$ cat src/rtl/sd_sector_buffer.sv
// Sector capture buffer: stores one sector streamed from the SD reader,
// tracks fill count, running checksum and sticky status flags, and serves random-access reads.
module sd_sector_buffer #(
    parameter int SECTOR_BYTES = 512,
    parameter int ADDR_W       = 9
) (
    input  logic              clk,
    input  logic              rst_n,
    input  logic [7:0]        in_data,
    input  logic              in_valid,
    input  logic              rd_busy,
    input  logic              rd_error,
    input  logic              clear,
    input  logic              rd_en,
    input  logic [ADDR_W-1:0] rd_addr,
    output logic [7:0]        rd_data,
    output logic              rd_data_valid,
    output logic              sector_ready,
    output logic [ADDR_W:0]   byte_count,
    output logic [15:0]       checksum,
    output logic              short_sector,
    output logic              error_flag,
    output logic              overrun,
    output logic [1:0]        state_dbg
);

    typedef enum logic [1:0] {
        EMPTY = 2'd0,
        FILL  = 2'd1,
        READY = 2'd2,
        ERR   = 2'd3
    } state_t;

    localparam logic [ADDR_W:0] LAST_IDX = (ADDR_W + 1)'(SECTOR_BYTES - 1);

    state_t     state;
    logic [7:0] mem [SECTOR_BYTES];
    logic       rd_busy_q;
    logic       capturing;
    logic       wr_en;
    logic       last_byte;
    logic       busy_fall;

    // Handshakes: in_valid is a one-cycle strobe with no backpressure (bytes not
    // accepted are dropped); rd_en at edge N yields rd_data with rd_data_valid in cycle N+1.
    always_comb begin
        capturing = (state == EMPTY) || (state == FILL);
        wr_en     = in_valid && capturing && !clear;
        last_byte = wr_en && (byte_count == LAST_IDX);
        busy_fall = rd_busy_q && !rd_busy;
    end

    assign state_dbg = state;

    always_ff @(posedge clk) begin
        if (wr_en) begin
            mem[byte_count[ADDR_W-1:0]] <= in_data;
        end
    end

    // Read happens before the same-edge write lands, so a colliding read sees old data.
    always_ff @(posedge clk or negedge rst_n) begin
        if (!rst_n) begin
            rd_data       <= 8'h00;
            rd_data_valid <= 1'b0;
        end else begin
            rd_data_valid <= rd_en;
            if (rd_en) begin
                rd_data <= mem[rd_addr];
            end
        end
    end

    always_ff @(posedge clk or negedge rst_n) begin
        if (!rst_n) begin
            state        <= EMPTY;
            rd_busy_q    <= 1'b0;
            sector_ready <= 1'b0;
            byte_count   <= '0;
            checksum     <= 16'h0000;
            short_sector <= 1'b0;
            error_flag   <= 1'b0;
            overrun      <= 1'b0;
        end else begin
            rd_busy_q <= rd_busy;
            if (clear) begin
                state        <= EMPTY;
                sector_ready <= 1'b0;
                byte_count   <= '0;
                checksum     <= 16'h0000;
                short_sector <= 1'b0;
                error_flag   <= 1'b0;
                overrun      <= 1'b0;
            end else begin
                if (wr_en) begin
                    byte_count <= byte_count + 1'b1;
                    checksum   <= checksum + {8'h00, in_data};
                end
                case (state)
                    EMPTY: begin
                        if (rd_error) begin
                            error_flag <= 1'b1;
                            state      <= ERR;
                        end else if (in_valid) begin
                            state <= FILL;
                        end
                    end
                    FILL: begin
                        // A completing byte wins over a coincident busy fall or error.
                        if (last_byte) begin
                            state        <= READY;
                            sector_ready <= 1'b1;
                        end else if (rd_error) begin
                            error_flag <= 1'b1;
                            state      <= ERR;
                        end else if (busy_fall) begin
                            short_sector <= 1'b1;
                            state        <= ERR;
                        end
                    end
                    READY: begin
                        if (in_valid) begin
                            overrun <= 1'b1;
                        end
                    end
                    default: begin
                    end
                endcase
            end
        end
    end

endmodule

$ cat config.mk
export PLATFORM = sky130hd
export DESIGN_NAME = sd_sector_buffer
export DESIGN_NICKNAME = d
export VERILOG_FILES = /design/src/rtl/sd_sector_buffer.sv
export SDC_FILE = /design/constraint.sdc
export NUM_CORES = 2
export LEC_CHECK = 0
export ABC_AREA = 1
export CORE_MARGIN = 5
export CORE_UTILIZATION = 28
export CTS_CLUSTER_DIAMETER = 200
export CTS_CLUSTER_SIZE = 30
export DETAILED_ROUTE_END_ITERATION = 16
export GPL_ROUTABILITY_DRIVEN = 0
export REMOVE_ABC_BUFFERS = 1
export SYNTH_ARGS = -nofsm -noshare
export SYNTH_HDL_FRONTEND = slang
export SYNTH_SLANG_ARGS = --single-unit
$ cat constraint.sdc
create_clock -name clk -period 6.7 [get_ports clk]
set_input_delay 1.34 -clock clk [delete_from_list [all_inputs] [get_ports clk]]
set_output_delay 1.34 -clock clk [all_outputs]
set_load 0.1 [all_outputs]
==> run metrics <==
Final Routed Wirelength=481000 µm; Mapped Cells=14100; clock sink total=4138; Peak supply drop=177 µV; Yosys reg bits=4138; sequential-to-total area share from yosys stat=73.6%; FP Rows=285; Peak Freq=225 MHz; reg-to-reg slack, setup=2.67 ns; Iter 0 DRT Violations=12800; Initial Util=28.0%; status=completed; Synth Warn #=0; clk slew on worst S/H paths=0.12 ns; Period minus WS final=4.45 ns; WP data required=7.26 ns; Mapped Avg Cell Area=11.9 µm²; crit start category=input pin; Cell variety after synth=35; Worst-Skew Late Latency=0.94 ns; final setup vio count=0; r2r worst-path depth=4; Post-DP HPWL=278000 µm; Fin. Hold Viols=0; post-route cell area=181000 µm²; Cell Pwr Density=243 nW/µm²; layout cell share with drive strength beyond 1=3.42%; gr ovfl total=0; Slew Limit Headroom=16.9%; root buffer selected by CTS=clkbuf_16; H-Tree Depth=4; first drt pass iteration count=7; Post-synth EDFFs=4096; GRT Util Overall=15.0%; DR vias=108000; Async SR Flop Fraction=1.01%; Critical Path Fanout Max=24; DRC=0; clk_skew=0.0695 ns; CP startpoint=in_valid; RSZ-0062 raised after global routing=false; CP Capture Type=flop; placed cells=21500; DR WL/cell=22.2 µm; vias per cell=4.96; hold-fix buffer count after cts=0; Setup Buffers After CTS=0; Min-Delay Path Class=reg -> reg; core footprint=601000 µm²; Antenna Nets Post-Route=0; WS Path Type=in -> reg; initial antenna violation count=26; die width=786 µm; WHS Path Cells=1; maxcap violations=0; worst-margin pin slew=1.26 ns; Num CTS Buffers=159; Nets=13600; r2r endpoint=mem[252][2]; critical path arrival=5.01 ns; Mapped Area=168000 µm²; period utilization=66.4%; Vert. Die Dim=786 µm; static leakage=59.6 nW; Ports=65; area post-placement=177000 µm²; number of global-route vias before repair=102000; Max Slew Vio Count=0; CTS Buffer Depth=4; Synth Flop Type=edfxtp_1; quantity of I/O buffers inserted on ports=64; Resize count post-CTS=0; Worst Hold Path EP=overrun; area delta synth->final=7.54%; hold_sp=overrun; first-pass GRT wire length=700000 µm; DIE AREA=617000 µm²; CTS tree=yes; non-filler instance count after layout=21700; RR Startpoint=byte_count[6]; largest net degree at the start of global routing=176
[area by class of cell]
type                            instances  area, µm²
Clock inverter                          4       37.5
Inverter                               52        249
Fill cell                           60500     420000
Antenna cell                            4       10.0
Clock buffer                          190       4240
Timing Repair Buffer                  307       3410
Sequential cell                      4138     124000
Tap cell                             8036      10100
Multi-Input combinational cell       8949      39100
[critical path: stages]
cell and delay, ns:
clkdlybuf4s50_1 0.52, nand2_1 0.11, nor2_2 0.10, buf_4 0.18, inv_1 0.20, nor2_1 0.64, nand2_4 0.80, buf_4 0.46
nor2_1 0.58
[kinds of logic after synthesis]
| logic type | synth area share, % |
|---|---|
| simple gates | 22.8 |
| xor+xnor | 0.0104 |
| compound gates | 0.184 |
| fa+ha+maj | 0.101 |
| buf+inv | 3.24 |
| flops | 73.6 |
[registers in the layout (all words and copies together), names as in the netlist]
name,count
sector_ready,1
short_sector,1
rd_data_valid,1
overrun,1
state_dbg,2
rd_busy_q,1
mem,4096
byte_count,10
checksum,16
error_flag,1
rd_data,8
[worst max-delay path by stage]
| stage | to | slack [ns] | depth (start not counted) |
|---|---|---|---|
| 6_report | mem[384][2] | 2.25 | 9 |
| 4_1_cts | mem[64][6] | 2.36 | 9 |
| 3_5_place_dp | mem[384][7] | 1.37 | 9 |
| 5_1_grt | mem[384][5] | 2.17 | 9 |
| 3_3_place_gp | mem[384][2] | 1.38 | 9 |
| 2_1_floorplan | rd_data[5] | -5.12 | 13 |
[cells in the mapped netlist (3+ instances only)]
cell	number	area, µm²
nand2_1	4217	15800
edfxtp_1	4096	123000
nand3_1	4096	20500
nor2_1	546	2050
buf_2	536	2680
clkbuf_1	212	796
buf_4	117	878
buf_1	68	255
buf_6	55	619
inv_1	47	176
dfrtp_1	42	1050
o21ai_0	22	110
a21oi_1	21	105
ha_1	12	150
nor3_1	12	60.1
nor4_1	3	18.8
[per-layer routing]
| layer | vias up | GRT usage, % | wire (µm) |
|---|---|---|---|
| li1 | 48900 | - | - |
| met1 | 53400 | 20.3 | 197000 |
| met2 | 4739 | 24.2 | 223000 |
| met3 | 654 | 2.93 | 43900 |
| met4 | 12 | 4.80 | 17000 |
| met5 | - | 0 | 79 |
[report_power, final]
part	total (mW)	internal, mW	switching, mW	leakage, nW
combinational	3.39	0.772	2.62	20.2
clock	12.1	4.55	7.54	2.09
sequential	28.5	28.4	0.0393	37.4
[stage by stage]
step           util, %  hold slack (ns)  power (mW)  setup slack, ns  TNS [ns]
6_report          30.1            0.514        43.9             2.25         0
5_1_grt           30.1            0.544        45.3             2.17         0
4_1_cts           30.1            0.497        44.1             2.36         0
3_5_place_dp      29.4            0.486        32.4             1.37         0
3_3_place_gp      29.4            0.484        32.4             1.38         0
2_1_floorplan        -            0.637        30.8            -5.12    -40.90
[cells in the final DEF (no fill, tap or decap), types with 3 or more instances in the layout]
cell             instances
buf_8                   11
clkdlybuf4s50_1         40
o21ai_0                 22
inv_1                   44
nand2_4                 16
nor3_1                   9
nand3_1               4096
nand2_1               4201
nor3_2                   3
nor2_4                   3
dfrtp_1                 42
buf_2                   10
diode_2                  4
ha_1                    12
nor2_1                 542
nor4_1                   3
a21oi_1                 21
edfxtp_1              4096
buf_4                  170
clkbuf_1                24
clkbuf_16              166
inv_6                    3
buf_12                  74
Note: power is estimated with default switching activity, not from simulation.
